**src/rtl/bitmap_allocator_if.sv**
```systemverilog
// Request/response bundle between a client and the bitmap allocator.
// The client drives allocation, release and error-clear requests; the
// allocator returns grant pulses, the next candidate index and pool status.
interface bitmap_allocator_if #(
    parameter int LIST_SIZE = 32
);
    localparam int IW = $clog2(LIST_SIZE);

    logic          ALLOC_REQ;
    logic          ALLOC_GNT;
    logic          ALLOC_FAIL;
    logic [IW-1:0] ALLOC_IDX;
    logic          FREE_REQ;
    logic [IW-1:0] FREE_IDX;
    logic [IW-1:0] AVAILABLE;
    logic          VALID;
    logic [IW:0]   FREE_COUNT;
    logic          FULL;
    logic          EMPTY;
    logic          ERR;
    logic          ERR_CLR;

    modport master (
        output ALLOC_REQ, FREE_REQ, FREE_IDX, ERR_CLR,
        input  ALLOC_GNT, ALLOC_FAIL, ALLOC_IDX, AVAILABLE, VALID,
               FREE_COUNT, FULL, EMPTY, ERR
    );

    modport slave (
        input  ALLOC_REQ, FREE_REQ, FREE_IDX, ERR_CLR,
        output ALLOC_GNT, ALLOC_FAIL, ALLOC_IDX, AVAILABLE, VALID,
               FREE_COUNT, FULL, EMPTY, ERR
    );
endinterface

```
**src/rtl/bitmap_allocator.sv**
```systemverilog
// Bitmap entry allocator: tracks LIST_SIZE entries in an occupancy vector
// (1 = allocated) with a registered free counter. The next grant candidate
// is the lowest free index, or with ROUND_ROBIN the first free index at or
// after a rotating pointer. Grants land one cycle after the request; the
// candidate search always looks at the pre-edge vector, so an entry being
// released this cycle is never handed out in the same cycle.
module bitmap_allocator #(
    parameter int LIST_SIZE   = 32,
    parameter int ROUND_ROBIN = 0
) (
    input  logic              CLK,
    input  logic              RSTN,
    bitmap_allocator_if.slave bus
);
    localparam int              IW       = $clog2(LIST_SIZE);
    localparam logic [IW:0]     FULL_CNT = (IW+1)'(LIST_SIZE);
    localparam logic [IW-1:0]   LAST_IDX = IW'(LIST_SIZE - 1);

    logic [LIST_SIZE-1:0] occ_q;
    logic [LIST_SIZE-1:0] occ_d;
    logic [IW:0]          cnt_q;
    logic [IW:0]          cnt_d;
    logic [IW-1:0]        ptr_q;
    logic [IW-1:0]        ptr_d;
    logic [IW-1:0]        avail;
    logic                 found;
    logic                 alloc_ok;
    logic                 free_in_range;
    logic                 free_ok;
    logic                 free_bad;
    logic                 gnt_p1;
    logic                 fail_p1;
    logic [IW-1:0]        idx_p1;
    logic                 err_q;

    // Candidate search: scan offsets high to low so the smallest offset wins
    always_comb begin : search
        int j;
        avail = '0;
        found = 1'b0;
        j     = 0;
        for (int i = LIST_SIZE - 1; i >= 0; i--) begin
            j = (ROUND_ROBIN != 0) ? int'(ptr_q) + i : i;
            if (j >= LIST_SIZE) begin
                j = j - LIST_SIZE;
            end
            if (!occ_q[j[IW-1:0]]) begin
                avail = j[IW-1:0];
                found = 1'b1;
            end
        end
    end

    // Request qualification and next occupancy/counter/pointer
    always_comb begin
        free_in_range = ({1'b0, bus.FREE_IDX} < FULL_CNT);
        free_ok       = bus.FREE_REQ && free_in_range && occ_q[bus.FREE_IDX];
        free_bad      = bus.FREE_REQ && !free_ok;
        alloc_ok      = bus.ALLOC_REQ && found;

        occ_d = occ_q;
        if (alloc_ok) begin
            occ_d[avail] = 1'b1;
        end
        if (free_ok) begin
            occ_d[bus.FREE_IDX] = 1'b0;
        end

        cnt_d = cnt_q + (IW+1)'(free_ok) - (IW+1)'(alloc_ok);

        ptr_d = ptr_q;
        if (alloc_ok) begin
            // wrap at LIST_SIZE, which need not be a power of two
            ptr_d = (avail == LAST_IDX) ? '0 : avail + IW'(1);
        end
    end

    // Occupancy vector, free counter and rotation pointer
    always_ff @(posedge CLK or posedge RSTN) begin
        if (RSTN) begin
            occ_q <= '0;
            cnt_q <= FULL_CNT;
            ptr_q <= '0;
        end else begin
            occ_q <= occ_d;
            cnt_q <= cnt_d;
            ptr_q <= ptr_d;
        end
    end

    // Stage p1: grant/fail pulses and the held grant index
    always_ff @(posedge CLK or posedge RSTN) begin
        if (RSTN) begin
            gnt_p1  <= 1'b0;
            fail_p1 <= 1'b0;
            idx_p1  <= '0;
        end else begin
            gnt_p1  <= alloc_ok;
            fail_p1 <= bus.ALLOC_REQ && !found;
            if (alloc_ok) begin
                idx_p1 <= avail;
            end
        end
    end

    // Sticky error flag; a new bad release outranks a clear in the same cycle
    always_ff @(posedge CLK or posedge RSTN) begin
        if (RSTN) begin
            err_q <= 1'b0;
        end else if (free_bad) begin
            err_q <= 1'b1;
        end else if (bus.ERR_CLR) begin
            err_q <= 1'b0;
        end
    end

    assign bus.ALLOC_GNT  = gnt_p1;
    assign bus.ALLOC_FAIL = fail_p1;
    assign bus.ALLOC_IDX  = idx_p1;
    assign bus.AVAILABLE  = avail;
    assign bus.VALID      = found;
    assign bus.FREE_COUNT = cnt_q;
    assign bus.FULL       = (cnt_q == '0);
    assign bus.EMPTY      = (cnt_q == FULL_CNT);
    assign bus.ERR        = err_q;

endmodule

```
**src/flat_wrapper.sv**
```systemverilog
// flat-port wrapper written by rule: the top's interface ports become plain ports
module bitmap_allocator_flat 
#(
    parameter int LIST_SIZE   = 32,
    parameter int ROUND_ROBIN = 0
)
  (CLK, RSTN, bus_ALLOC_REQ, bus_FREE_REQ, bus_FREE_IDX, bus_ERR_CLR, bus_ALLOC_GNT, bus_ALLOC_FAIL, bus_ALLOC_IDX, bus_AVAILABLE, bus_VALID, bus_FREE_COUNT, bus_FULL, bus_EMPTY, bus_ERR);
  bitmap_allocator_if #(.LIST_SIZE(LIST_SIZE)) bus_i ();
  input  logic CLK;
  input  logic RSTN;
  input wire logic [$bits(bus_i.ALLOC_REQ)-1:0] bus_ALLOC_REQ;
  input wire logic [$bits(bus_i.FREE_REQ)-1:0] bus_FREE_REQ;
  input wire logic [$bits(bus_i.FREE_IDX)-1:0] bus_FREE_IDX;
  input wire logic [$bits(bus_i.ERR_CLR)-1:0] bus_ERR_CLR;
  output wire logic [$bits(bus_i.ALLOC_GNT)-1:0] bus_ALLOC_GNT;
  output wire logic [$bits(bus_i.ALLOC_FAIL)-1:0] bus_ALLOC_FAIL;
  output wire logic [$bits(bus_i.ALLOC_IDX)-1:0] bus_ALLOC_IDX;
  output wire logic [$bits(bus_i.AVAILABLE)-1:0] bus_AVAILABLE;
  output wire logic [$bits(bus_i.VALID)-1:0] bus_VALID;
  output wire logic [$bits(bus_i.FREE_COUNT)-1:0] bus_FREE_COUNT;
  output wire logic [$bits(bus_i.FULL)-1:0] bus_FULL;
  output wire logic [$bits(bus_i.EMPTY)-1:0] bus_EMPTY;
  output wire logic [$bits(bus_i.ERR)-1:0] bus_ERR;
  assign bus_i.ALLOC_REQ = bus_ALLOC_REQ;
  assign bus_i.FREE_REQ = bus_FREE_REQ;
  assign bus_i.FREE_IDX = bus_FREE_IDX;
  assign bus_i.ERR_CLR = bus_ERR_CLR;
  assign bus_ALLOC_GNT = bus_i.ALLOC_GNT;
  assign bus_ALLOC_FAIL = bus_i.ALLOC_FAIL;
  assign bus_ALLOC_IDX = bus_i.ALLOC_IDX;
  assign bus_AVAILABLE = bus_i.AVAILABLE;
  assign bus_VALID = bus_i.VALID;
  assign bus_FREE_COUNT = bus_i.FREE_COUNT;
  assign bus_FULL = bus_i.FULL;
  assign bus_EMPTY = bus_i.EMPTY;
  assign bus_ERR = bus_i.ERR;
  bitmap_allocator #(.LIST_SIZE(LIST_SIZE), .ROUND_ROBIN(ROUND_ROBIN)) u_core (.CLK(CLK), .RSTN(RSTN), .bus(bus_i));
endmodule
```
**config.mk**
```make
export PLATFORM = sky130hd
export DESIGN_NAME = bitmap_allocator_flat
export DESIGN_NICKNAME = d
export VERILOG_FILES = /design/src/rtl/bitmap_allocator_if.sv /design/src/rtl/bitmap_allocator.sv /design/src/flat_wrapper.sv
export SDC_FILE = /design/constraint.sdc
export NUM_CORES = 1
export LEC_CHECK = 0
export BUFFER_PORTS_ARGS = -buffer_cell sky130_fd_sc_hd__buf_2
export CAP_MARGIN = 40
export CORE_MARGIN = 5
export CORE_UTILIZATION = 45
export DETAILED_ROUTE_END_ITERATION = 8
export GPL_ROUTABILITY_DRIVEN = 0
export SLEW_MARGIN = 20
export SYNTH_ARGS = -nofsm -noshare
export SYNTH_HDL_FRONTEND = slang
export SYNTH_SLANG_ARGS = --single-unit
```
**constraint.sdc**
```tcl
create_clock -name CLK -period 4.2 [get_ports CLK]
set_clock_uncertainty 0.1 [all_clocks]
set_input_delay 0.21 -clock CLK [delete_from_list [all_inputs] [get_ports CLK]]
set_output_delay 0.21 -clock CLK [all_outputs]
set_load 0.1 [all_outputs]
```
==> metrics <==
status=finished clean; Post-synth EDFFs=0; crit-path leading delay family=simple AND/OR/NAND/NOR gates; Area Overhead vs Synth=12.3%; most frequent cells in the layout=dfrtp_1, buf_2, inv_1; Seq/Total Area, Yosys=~37%; Final Setup Violations=0; CTS Root Buffer Type=clkbuf_8; initial DRC count=254; origin of the critical flop-to-flop path=u_core.occ_q[4]; Worst R2R Path Depth=12; CP Data Required Time=4340 ps; Clock Sinks=46; hold-critical path endpoint=u_core.bus.ERR; antenna-violating nets left=0; initial core utilization=45.9%; gate count after technology mapping=~320; setup tns final=0 ps; Final nets=373; initial antenna violation count=0; kind of critical path=flop to flop; CP Capture Type=flop; drt pass-1 iters=5; Synth cell types=67; Synth Warn #=0; clk buf depth=2; period utilization=78.3%; slew margin rel.=41.9%; CP Cell Sequence=nand4_1 > or4_4 > o21ai_4 > inv_2 > ha_1 > inv_1 > ha_1 > fa_1 > a21oi_1 > nor2_1 > nor2_1 > xnor2_1; kind of start point of the critical path=flop; Via-to-Cell Ratio=6.53; final cell count without fillers=434; Critical Path Stages=12; chip width=~93 µm; P per Cell Area=a little over 700 mW/mm²; Critical Path AT=3430 ps; placed cells=~420; Worst path max stage delay=~650 ps; Core ar.=roughly 0.0067 mm²; maximum vdd drop=0.390 mV; worst path bufs/invs=2; Worst-Skew Late Latency=~310 ps; clock tree from TritonCTS=built; CTS Buf Count=5; fmax=304 MHz; most common cell after layout, fill and taps aside=dfrtp_1; io pins=32; WL per Instance=21.3 µm; post-detail-place hpwl=around 6900 µm; Die Y=around 93 µm; Synth Area per Inst=around 9.6 µm²; DRC Markers=0; FF+latch count, synth=46; Mapped Nets=about 340; r2r setup slk=approximately 900 ps; min-delay src=bus_FREE_REQ; global route total overflow=0; Routed WL=~9000 µm; Hold Path Stages=3; Hold Crit Class=input pin to flop; crit path from=u_core.occ_q[4]; Die ar.=between 0.008 and 0.009 mm²; leakage=between 1 and 1.5 nW; Slew Viols, Final=0; async set or reset register ratio after synthesis=100%; critical path's slowest cell=or4_4; Worst Path Max Fanout=8; R2R Path End=u_core.bus.FREE_COUNT[4]; multi-input logic area=0.00175 mm²; antenna fix cells=0; FILL cells=615; Vias=2835; Post-CTS Setup Repair Bufs=0; vias in the first global route=between 2000 and 3000; H-tree level count=2; Mapped Area=approximately 0.003 mm²; Total GRT Usage=~22%; Final Hold Fails=0; max_cap viols=0; global-route wire length before repair=roughly 15000 µm; row count=30; RSZ-0062 raised after global routing=false; Reg clk slew, reported paths=110 ps; layout cells sized above 1=between 20% and 30%; largest net degree at the start of global routing=25; Slew @ Worst Pin=863 ps; port bufs=31; register area=~0.0012 mm²; Post-synth top flop=dfrtp_1; Final Critical Period=roughly 3300 ps
cell usage after synthesis (4+ instances only):
| cell type | count | area, µm² |
|---|---|---|
| o21ai_1 | 5 | 25.0 |
| ha_1 | 9 | 113 |
| nand2_1 | 20 | 75.1 |
| a21o_1 | 4 | 30.0 |
| a21oi_1 | 24 | 120 |
| a211oi_1 | 6 | 45.0 |
| nand3_1 | 13 | 65.1 |
| nor2_1 | 25 | 93.8 |
| o21ai_0 | 7 | 35.0 |
| a31oi_1 | 4 | 25.0 |
| clkbuf_1 | 4 | 15.0 |
| mux4_2 | 8 | 180 |
| and4_1 | 7 | 61.3 |
| o211ai_1 | 5 | 37.5 |
| dfrtp_1 | 45 | 1130 |
| nand2b_1 | 4 | 25.0 |
| inv_1 | 29 | 109 |
| nand4_1 | 17 | 106 |
| a2111oi_0 | 4 | 35.0 |
| o22a_1 | 4 | 35.0 |
| nor2b_1 | 7 | 43.8 |
| buf_2 | 4 | 20.0 |
state kept, by name, indices dropped and copies added, names as in the netlist:
name and cells:
u_core.bus.ALLOC_GNT 1, u_core.bus.FREE_COUNT 6, u_core.occ_q 32, u_core.bus.ALLOC_IDX 5
u_core.bus.ALLOC_FAIL 1, u_core.bus.ERR 1
power breakdown:
| part | total [mW] | switching (mW) | internal [mW] |
|---|---|---|---|
| Combinational | 1.47 | 1.15 | 0.320 |
| Sequential | 0.628 | 0.0912 | 0.537 |
| Clock | 0.402 | 0.164 | 0.239 |
cell families after synthesis:
| kind of cell | after synthesis | synth area share [%] |
|---|---|---|
| AO/OA/AOI/OAI | 96 | 23.4 |
| XOR/XNOR | 4 | 1.14 |
| adder cells (fa/ha/maj) | 10 | 4.30 |
| buffers and inverters | 44 | 6.00 |
| flip-flops | 46 | 37.3 |
| multiplexers | 12 | 8.23 |
| AND/OR/NAND/NOR | 110 | 19.6 |
per-stage QoR:
step	power, mW	instance area, µm²	util, %	hold slack [ps]	setup WS, ps
after floorplan	1.79	3090	-	203	394
after global placement	2.07	3280	48.9	290	934
after detailed placement	2.08	3300	49.2	187	932
after CTS	2.49	3460	51.5	101	911
after global routing	2.62	3460	51.6	115	687
final	2.50	3460	51.6	105	910
routing by layer:
layer	track usage (%)	routed length [µm]
met1	30.1	3860
met2	33.2	4110
met3	4.96	831
met4	11.5	446
met5	0	0
tightest hold or removal path, delay by kind of cell:
family                 cells  cell delay [ps]
AO/OA/AOI/OAI              1               50
AND/OR/NAND/NOR            1               60
buffers and inverters      1              140
repair_timing:
item / in CTS / in global routing
hold buffers: 2 / 0
resized for setup: 0 / 0
endpoints found under the hold margin: 24 / 0
worst max path at each step:
stage                               end  slack (ps)
6_report       u_core.bus.FREE_COUNT[4]         910
5_1_grt        u_core.bus.FREE_COUNT[4]         690
4_1_cts        u_core.bus.FREE_COUNT[4]         910
3_5_place_dp   u_core.bus.FREE_COUNT[4]         930
3_3_place_gp   u_core.bus.FREE_COUNT[4]         930
2_1_floorplan   u_core.bus.ALLOC_IDX[3]         390
final cells by class:
class                   count  area share (%)
clock buffers               5            1.99
clock inverters             3            1.99
inverters                  32            3.47
multi-input cells         232            50.5
flip-flops and latches     46            33.3
well taps                  80            2.89
repair buffers             36            5.96
(Power assumes the default switching activity.)
